## config.mk

```make
export PLATFORM = sky130hd
export DESIGN_NAME = cascade_rom_sequencer_flat
export DESIGN_NICKNAME = d
export VERILOG_FILES = /design/src/rtl/cascade_rom_sequencer_if.sv /design/src/rtl/cascade_rom_sequencer.sv /design/src/flat_wrapper.sv
export SDC_FILE = /design/constraint.sdc
export NUM_CORES = 1
export LEC_CHECK = 0
export BUFFER_PORTS_ARGS = -buffer_cell sky130_fd_sc_hd__buf_2
export CAP_MARGIN = 30
export CORE_MARGIN = 10
export CORE_UTILIZATION = 63
export CTS_BUF_LIST = sky130_fd_sc_hd__clkbuf_8 sky130_fd_sc_hd__clkbuf_16
export DETAILED_ROUTE_END_ITERATION = 7
export PLACE_DENSITY_LB_ADDON = 0.15
export SYNTH_ARGS = -nofsm -noshare
export SYNTH_HDL_FRONTEND = slang
export SYNTH_SLANG_ARGS = --single-unit
```

## constraint.sdc

```tcl
create_clock -name clk_i -period 22.8 [get_ports clk_i]
set_input_delay 2.28 -clock clk_i [delete_from_list [all_inputs] [get_ports clk_i]]
set_output_delay 2.28 -clock clk_i [all_outputs]
set_load 0.05 [all_outputs]
```

## src/rtl/cascade_rom_sequencer_if.sv

```systemverilog
// Bus between the window scheduler, the cascade ROM address sequencer and
// the ROM / weak-classifier evaluator. Signal names carry the direction as
// seen from the sequencer.
interface cascade_rom_sequencer_if #(
    parameter int ADDR_WIDTH      = 15,
    parameter int STAGE_IDX_WIDTH = 5
);
    // Run-time configuration of the stage-threshold table.
    logic                       cfg_we_i;
    logic [STAGE_IDX_WIDTH-1:0] cfg_idx_i;
    logic [ADDR_WIDTH-1:0]      cfg_addr_i;
    logic                       cfg_last_we_i;
    logic [STAGE_IDX_WIDTH-1:0] cfg_last_i;

    // Window scheduler handshake.
    logic                       start_i;
    logic                       break_i;
    logic                       wait_i;
    logic                       next_stage_i;
    logic                       busy_o;
    logic                       done_o;

    // ROM side.
    logic [ADDR_WIDTH-1:0]      rom_addr_o;
    logic                       rom_req_o;
    logic                       rom_val_o;
    logic                       stage_val_o;
    logic                       stage_last_o;
    logic [STAGE_IDX_WIDTH-1:0] stage_idx_o;

    // Sequencer side.
    modport slave (
        input  cfg_we_i, cfg_idx_i, cfg_addr_i, cfg_last_we_i, cfg_last_i,
        input  start_i, break_i, wait_i, next_stage_i,
        output busy_o, done_o,
        output rom_addr_o, rom_req_o, rom_val_o, stage_val_o, stage_last_o, stage_idx_o
    );

    // Scheduler / evaluator side.
    modport master (
        output cfg_we_i, cfg_idx_i, cfg_addr_i, cfg_last_we_i, cfg_last_i,
        output start_i, break_i, wait_i, next_stage_i,
        input  busy_o, done_o,
        input  rom_addr_o, rom_req_o, rom_val_o, stage_val_o, stage_last_o, stage_idx_o
    );
endinterface

```

## src/rtl/cascade_rom_sequencer.sv

```systemverilog
// Address sequencer for the classifier-cascade ROM. Walks one detection
// window through the weak-classifier words of each stage, issues the
// stage-threshold word, then waits for the stage decision. Returns from the
// ROM are tracked through a ROM_LATENCY-deep tag pipeline so the evaluator
// knows whether a word is classifier data or a threshold.
module cascade_rom_sequencer #(
    parameter int ADDR_WIDTH      = 15,
    parameter int STAGE_CNT_MAX   = 32,
    parameter int STAGE_IDX_WIDTH = $clog2(STAGE_CNT_MAX),
    parameter int ROM_LATENCY     = 1
) (
    input  logic                     clk_i,
    input  logic                     rst_i,
    cascade_rom_sequencer_if.slave   bus_if
);

    typedef enum logic [1:0] {
        ST_IDLE,
        ST_RUN,
        ST_DECIDE
    } state_t;

    state_t                     state_q;
    logic [ADDR_WIDTH-1:0]      addr_q;
    logic [STAGE_IDX_WIDTH-1:0] stage_q;
    logic [STAGE_IDX_WIDTH-1:0] last_q;
    logic [ADDR_WIDTH-1:0]      thr_tbl_q [STAGE_CNT_MAX];
    logic [ROM_LATENCY-1:0]     pipe_vld_q;
    logic [ROM_LATENCY-1:0]     pipe_thr_q;
    logic                       thr_seen_q;
    logic                       done_q;

    logic issue;
    logic thr_hit;
    logic ret_vld;
    logic ret_thr;
    logic accept;

    // Issue decision, threshold match and decision acceptance for this cycle.
    always_comb begin
        issue   = (state_q == ST_RUN) && !bus_if.wait_i;
        thr_hit = (addr_q == thr_tbl_q[stage_q]);
        ret_vld = pipe_vld_q[ROM_LATENCY-1];
        ret_thr = pipe_thr_q[ROM_LATENCY-1];
        // A decision only counts once the threshold word has come back.
        accept  = (state_q == ST_DECIDE) && bus_if.next_stage_i &&
                  (thr_seen_q || (ret_vld && ret_thr));
    end

    assign bus_if.busy_o       = (state_q != ST_IDLE);
    assign bus_if.rom_req_o    = issue;
    assign bus_if.rom_addr_o   = addr_q;
    assign bus_if.rom_val_o    = ret_vld && !ret_thr;
    assign bus_if.stage_val_o  = ret_vld && ret_thr;
    assign bus_if.stage_last_o = ret_vld && ret_thr && (stage_q == last_q);
    assign bus_if.stage_idx_o  = stage_q;
    assign bus_if.done_o       = done_q;

    // Sequencer FSM, threshold table, return-tag pipeline and done pulse.
    always_ff @(posedge clk_i or posedge rst_i) begin
        if (rst_i) begin
            state_q    <= ST_IDLE;
            addr_q     <= '0;
            stage_q    <= '0;
            last_q     <= '0;
            pipe_vld_q <= '0;
            pipe_thr_q <= '0;
            thr_seen_q <= 1'b0;
            done_q     <= 1'b0;
            for (int i = 0; i < STAGE_CNT_MAX; i++) begin
                thr_tbl_q[i] <= '0;
            end
        end else begin
            done_q <= 1'b0;

            // Tag pipeline: the oldest entry is what the ROM presents now.
            pipe_vld_q[0] <= issue;
            pipe_thr_q[0] <= issue && thr_hit;
            for (int i = 1; i < ROM_LATENCY; i++) begin
                pipe_vld_q[i] <= pipe_vld_q[i-1];
                pipe_thr_q[i] <= pipe_thr_q[i-1];
            end

            if (bus_if.break_i) begin
                // Abort: in-flight returns are discarded so nothing reaches the evaluator.
                state_q    <= ST_IDLE;
                addr_q     <= '0;
                stage_q    <= '0;
                thr_seen_q <= 1'b0;
                pipe_vld_q <= '0;
            end else begin
                unique case (state_q)
                    ST_IDLE: begin
                        if (bus_if.cfg_we_i) begin
                            thr_tbl_q[bus_if.cfg_idx_i] <= bus_if.cfg_addr_i;
                        end
                        if (bus_if.cfg_last_we_i) begin
                            last_q <= bus_if.cfg_last_i;
                        end
                        if (bus_if.start_i) begin
                            state_q <= ST_RUN;
                            addr_q  <= '0;
                            stage_q <= '0;
                        end
                    end
                    ST_RUN: begin
                        if (issue) begin
                            if (thr_hit) begin
                                // Hold the address on the threshold word while deciding.
                                state_q    <= ST_DECIDE;
                                thr_seen_q <= 1'b0;
                            end else begin
                                addr_q <= addr_q + ADDR_WIDTH'(1);
                            end
                        end
                    end
                    ST_DECIDE: begin
                        if (ret_vld && ret_thr) begin
                            thr_seen_q <= 1'b1;
                        end
                        if (accept) begin
                            thr_seen_q <= 1'b0;
                            if (stage_q == last_q) begin
                                done_q  <= 1'b1;
                                state_q <= ST_IDLE;
                                addr_q  <= '0;
                                stage_q <= '0;
                            end else begin
                                state_q <= ST_RUN;
                                addr_q  <= addr_q + ADDR_WIDTH'(1);
                                stage_q <= stage_q + STAGE_IDX_WIDTH'(1);
                            end
                        end
                    end
                    default: begin
                        state_q <= ST_IDLE;
                    end
                endcase
            end
        end
    end

endmodule

```

## src/flat_wrapper.sv

```systemverilog
// flat-port wrapper written by rule: the top's interface ports become plain ports
module cascade_rom_sequencer_flat 
#(
    parameter int ADDR_WIDTH      = 15,
    parameter int STAGE_CNT_MAX   = 32,
    parameter int STAGE_IDX_WIDTH = $clog2(STAGE_CNT_MAX),
    parameter int ROM_LATENCY     = 1
)
  (clk_i, rst_i, bus_if_cfg_we_i, bus_if_cfg_idx_i, bus_if_cfg_addr_i, bus_if_cfg_last_we_i, bus_if_cfg_last_i, bus_if_start_i, bus_if_break_i, bus_if_wait_i, bus_if_next_stage_i, bus_if_busy_o, bus_if_done_o, bus_if_rom_addr_o, bus_if_rom_req_o, bus_if_rom_val_o, bus_if_stage_val_o, bus_if_stage_last_o, bus_if_stage_idx_o);
  cascade_rom_sequencer_if #(.ADDR_WIDTH(ADDR_WIDTH), .STAGE_IDX_WIDTH(STAGE_IDX_WIDTH)) bus_if_i ();
  input  logic clk_i;
  input  logic rst_i;
  input wire logic [$bits(bus_if_i.cfg_we_i)-1:0] bus_if_cfg_we_i;
  input wire logic [$bits(bus_if_i.cfg_idx_i)-1:0] bus_if_cfg_idx_i;
  input wire logic [$bits(bus_if_i.cfg_addr_i)-1:0] bus_if_cfg_addr_i;
  input wire logic [$bits(bus_if_i.cfg_last_we_i)-1:0] bus_if_cfg_last_we_i;
  input wire logic [$bits(bus_if_i.cfg_last_i)-1:0] bus_if_cfg_last_i;
  input wire logic [$bits(bus_if_i.start_i)-1:0] bus_if_start_i;
  input wire logic [$bits(bus_if_i.break_i)-1:0] bus_if_break_i;
  input wire logic [$bits(bus_if_i.wait_i)-1:0] bus_if_wait_i;
  input wire logic [$bits(bus_if_i.next_stage_i)-1:0] bus_if_next_stage_i;
  output wire logic [$bits(bus_if_i.busy_o)-1:0] bus_if_busy_o;
  output wire logic [$bits(bus_if_i.done_o)-1:0] bus_if_done_o;
  output wire logic [$bits(bus_if_i.rom_addr_o)-1:0] bus_if_rom_addr_o;
  output wire logic [$bits(bus_if_i.rom_req_o)-1:0] bus_if_rom_req_o;
  output wire logic [$bits(bus_if_i.rom_val_o)-1:0] bus_if_rom_val_o;
  output wire logic [$bits(bus_if_i.stage_val_o)-1:0] bus_if_stage_val_o;
  output wire logic [$bits(bus_if_i.stage_last_o)-1:0] bus_if_stage_last_o;
  output wire logic [$bits(bus_if_i.stage_idx_o)-1:0] bus_if_stage_idx_o;
  assign bus_if_i.cfg_we_i = bus_if_cfg_we_i;
  assign bus_if_i.cfg_idx_i = bus_if_cfg_idx_i;
  assign bus_if_i.cfg_addr_i = bus_if_cfg_addr_i;
  assign bus_if_i.cfg_last_we_i = bus_if_cfg_last_we_i;
  assign bus_if_i.cfg_last_i = bus_if_cfg_last_i;
  assign bus_if_i.start_i = bus_if_start_i;
  assign bus_if_i.break_i = bus_if_break_i;
  assign bus_if_i.wait_i = bus_if_wait_i;
  assign bus_if_i.next_stage_i = bus_if_next_stage_i;
  assign bus_if_busy_o = bus_if_i.busy_o;
  assign bus_if_done_o = bus_if_i.done_o;
  assign bus_if_rom_addr_o = bus_if_i.rom_addr_o;
  assign bus_if_rom_req_o = bus_if_i.rom_req_o;
  assign bus_if_rom_val_o = bus_if_i.rom_val_o;
  assign bus_if_stage_val_o = bus_if_i.stage_val_o;
  assign bus_if_stage_last_o = bus_if_i.stage_last_o;
  assign bus_if_stage_idx_o = bus_if_i.stage_idx_o;
  cascade_rom_sequencer #(.ADDR_WIDTH(ADDR_WIDTH), .STAGE_CNT_MAX(STAGE_CNT_MAX), .STAGE_IDX_WIDTH(STAGE_IDX_WIDTH), .ROM_LATENCY(ROM_LATENCY)) u_core (.clk_i(clk_i), .rst_i(rst_i), .bus_if(bus_if_i));
endmodule
```

Word level (Yosys, flattened, before mapping)
Index checks and enable logic that the tools add are counted.
- bits in registers: 511
- input port bits: 33
- output and inout port bits: 26
- logic and storage cells: 116
- add/sub/neg operators: 2
- $lt $le $gt $ge: 3
- eq/ne operators: 10
- mux-type cells: 36
- bitwise gates (word level): 3
- reduce and logical (&&, ||, !) cells: 22
- operator list (operator ; count):
    480-bit bitwise mux ; 1
    15-bit 2-to-1 mux ; 9
    15-bit binary-select mux with 5-bit select ; 1
    15-bit demux with 5-bit select ; 1
    15-bit one-hot mux with 3 select lines ; 1
    5-bit 2-to-1 mux ; 4
    15-bit by 1-bit adder with 15-bit output, second input constant ; 1
    15-bit == test ; 1
    6-bit >= comparator, second input constant ; 2
    5-bit NOT with 6-bit output ; 2
    1-bit 2-to-1 mux ; 11
    2-bit 2-to-1 mux ; 5
    5-bit one-hot mux with 2 select lines ; 1
    3-bit by 2-bit != test with 1-bit output, second input constant ; 3
    3-bit AND reduction ; 3
    1-bit logical AND ; 8
    4-bit AND reduction ; 2
    6-bit by 1-bit < comparator with 1-bit output, second input constant ; 1
    3-bit != test, second input constant ; 2
    2-bit one-hot mux with 3 select lines ; 1
    3-bit nonzero test ; 2
    5-bit by 1-bit adder with 5-bit output, second input constant ; 1
    5-bit == test ; 1
    5-bit AND reduction ; 1
    other kinds (10) ; 11

Logic depth before layout (Yosys ltp)
- depth in word-level cells: 9
- depth in mapped cells: 15
- gate-level depth less buffers: 9

Least setup slack after synthesis
Ideal clock, no wire load.
- path kind: input to output
- from: in bus_if_wait_i
- to: out bus_if_rom_req_o
- data arrival time: 2.776 ns
- data required time: 20.520 ns
- setup slack: 17.744 ns
- stages: 3
- buffers on the path: 0
- path through: inv_1 -> nand2_1 -> inv_1
- word-level cells in the longest chain between the ends: 2
- ends and longest elaborated chain (what ; line ; source):
    start: declaration ; flat_wrapper.sv:20 ; input wire logic [$bits(bus_if_i.wait_i)-1:0] bus_if_wait_i;
    1-bit zero test ; cascade_rom_sequencer.sv:41 ; issue = (state_q == ST_RUN) && !bus_if.wait_i;
    1-bit logical AND ; cascade_rom_sequencer.sv:41 ;
    end: declaration ; flat_wrapper.sv:25 ; output wire logic [$bits(bus_if_i.rom_req_o)-1:0] bus_if_rom_req_o;
Every way passes these cells.

Final worst setup path
Ends and elaborated chain as after synthesis.

==> run metrics <==
Net Count, Synth=around 1800; largest net degree at the start of global routing=about 180; Int Pwr=between 1.5 and 2 mW; clock group share of total power=0.340; router iterations before antenna repair=5; Worst-Margin Slew=1.05 ns; Critical Path AT=just under 3 ns; Vias/cell=around 6.5; Top Ports=59; Final nets=roughly 1800; wire length on met2=about 28000 um; Skew-Pair Late Insertion Delay=0.60 ns; Avg WL per Cell=between 20 and 30 um; post-synthesis sequential area ratio=0.523; fraction of layout cells with a size suffix above 1=0.432; RSZ-0062 raised after global routing=no; RePlAce Congestion=about 0.83; placed cells=between 2000 and 2500; commonest cells after routing, fill and taps aside=dfrtp_1 (508), mux2_2 (488), mux2i_1 (115); Setup CP Type=in -> out; Die Y=between 200 and 250 um; Yosys reg bits=~500; Fin Clk Skew=0.0192 ns; Setup TNS Final=0 ns; netlist area before placement=0.0244 mm2; Finished Layout Cells=approximately 2300; post-synth top area share=0.523; Clock Sinks=511; Iteration-0 DRC Markers=1579; Slew Viols, Final=0; Initial Util=0.635; Leakage=12.5 nW; HP Class=reg -> reg; CTS H-tree lvls=2; Rows=a little over 70; Unique masters post-synth=70; # Post-CTS Setup Buffers=0; Seq pwr share=0.467; vias in the first global route=about 16000; FFs w/ async S/R, synth=1.00; TritonCTS clock tree=built; Root Buffer=clkbuf_16; Rel. slew slack=0.295; PwrDens=approximately 93 mW/mm2; top post-synthesis cells by area=dfrtp_1 (52%), mux2_2 (22%), mux4_2 (5.4%); final hold violations=0; yosys warns=0; top_reg_cell synth=dfrtp_1; drt total wl=60400 um; area leader, netlist=dfrtp_1; post-route ant nets=0; final period utilization=0.231; Peak Freq=between 150 and 200 MHz; Top Metal Used=met4; max_cap viols=0; core area=0.0385 mm2; CTS Buffer Depth=3; via count=around 15000; sw frac=0.270; Gate Count Post-Synth=around 1700; CTS Hold Bufs=0; DRC violations left=0; VDD IR-drop max=around 0.07 mV; I/O Buffers=58; hpwl dp=roughly 38000 um; TritonCTS Buffers=53; commonest non-fill, non-tap cell in the layout=dfrtp_1; clock edge transition at the registers on the reported setup and hold paths=roughly 0.060 ns; EDFF count, synth=0; Worst Setup Start Kind=input port; Overall Global Routing Usage=0.257; DRT met1 WL=26700 um; final setup fails=0; Syn-to-layout area delta=10.3%; full die area=between 0.04 and 0.05 mm2; initial antenna violation count=0; Tmin final=approximately 5.3 ns; part of the power in combinational logic=0.192; run status=complete, no violations; Net Sw Power=a little under 700 uW; die width=between 200 and 250 um; Worst EP required=a little over 20 ns; CP max FO=7; Syn Area/Cell=between 10 and 15 um2; first-pass GRT wire length=around 93000 um; wire length on met3=~3900 um; grt total ovfl=0; post-cts resize count=0; Critical Path Sink Type=primary output
[critical path, stage by stage]
cell     delay, ns
buf_2         0.12
inv_1         0.08
nand2_1       0.16
inv_1         0.09
buf_2         0.26
[power by group through the flow]
| stage | registers, mW | clock network (mW) | logic, mW |
|---|---|---|---|
| 2_1_floorplan | 1.16 | 0 | 0.401 |
| 3_3_place_gp | 1.17 | 0 | 0.463 |
| 3_5_place_dp | 1.19 | 0 | 0.480 |
| 4_1_cts | 1.17 | 0.867 | 0.484 |
| 5_1_grt | 1.19 | 0.904 | 0.523 |
| 6_report | 1.17 | 0.855 | 0.483 |
[per-layer routing]
metal | track usage | up-vias
met5 | 0 | -
met4 | 0.0732 | 0
met3 | 0.0516 | 104
met2 | 0.403 | 463
met1 | 0.359 | 8003
li1 | - | 6367
[registers in the layout (all words and copies together), names as in the netlist]
name,count
u_core.bus_if.done_o,1
u_core.bus_if.rom_addr_o,15
u_core.bus_if.stage_idx_o,5
u_core.last_q,5
u_core.pipe_thr_q,1
u_core.pipe_vld_q,1
u_core.state_q,2
u_core.thr_seen_q,1
u_core.thr_tbl_q,480
[cells by family (layout without fill, tap and decap cells)]
logic type / count (synthesis) / count (layout) / synth area share
AOI/OAI and AO/OA: 130 / 130 / 0.0397
xor gates and xnor gates: 25 / 25 / 0.00896
adders and majority gates: 7 / 7 / 0.00358
buffers and inverters: 156 / 207 / 0.0335
DFF: 511 / 511 / 0.523
muxes: 682 / 682 / 0.348
other: 0 / 1 / 0
and+or+nand+nor: 207 / 207 / 0.0435
[Yosys cell counts (all sizes together) (3+ instances only)]
library cell	number
nand2b	3
nand4	7
xor2	9
nor3b	6
a221o	13
nor3	6
o31ai	4
nor2	43
clkbuf	96
mux2	488
and2	5
mux4	79
a21boi	13
dfrtp	511
nor4	5
a21oi	21
a22o	3
buf	45
a22oi	40
o21ai	9
nor2b	8
inv	13
or3	11
and3	5
or3b	3
ha	7
nand3	20
xnor2	16
o211ai	5
or2	7
nand2	64
mux2i	115
[per-stage QoR]
stage               hold slack, ns  setup WS (ns)  utilization  power (mW)  cell area (um2)
finish                       0.495          17.54        0.701        2.51            27000
global route                 0.511          17.51        0.701        2.62            27000
CTS                          0.501          17.55        0.699        2.52            26900
detailed placement           0.487          17.27        0.654        1.67            25100
global placement             0.478          17.43        0.647        1.64            24900
floorplan                    0.470           6.25            -        1.56            24400
[worst paths after layout]
| path | startpoint | to | slack (ns) | cells past startpoint |
|---|---|---|---|---|
| min reg2reg | u_core.thr_tbl_q[32] | u_core.thr_tbl_q[32] | 0.50 | 1 |
| max in group asynchronous | rst_i | u_core.bus_if.stage_idx_o[0] | 18.59 | 5 |
| max reg2reg | u_core.bus_if.stage_idx_o[0] | u_core.bus_if.rom_addr_o[9] | 17.71 | 10 |
| min | u_core.thr_tbl_q[32] | u_core.thr_tbl_q[32] | 0.50 | 1 |
| min in group asynchronous | rst_i | u_core.thr_tbl_q[215] | 1.57 | 2 |
| max | bus_if_wait_i | bus_if_rom_req_o | 17.54 | 5 |
[final cells by class]
type                            instances  area (um2)
Antenna cell                            1        2.50
Clock buffer                           72        1610
Clock inverter                         24         134
Fill cell                            2641       11500
Inverter                               13        56.3
Multi-Input combinational cell       1051       10900
Sequential cell                       511       12800
Tap cell                              518         648
Timing Repair Buffer                   98         836
(Power assumes the default switching activity.)
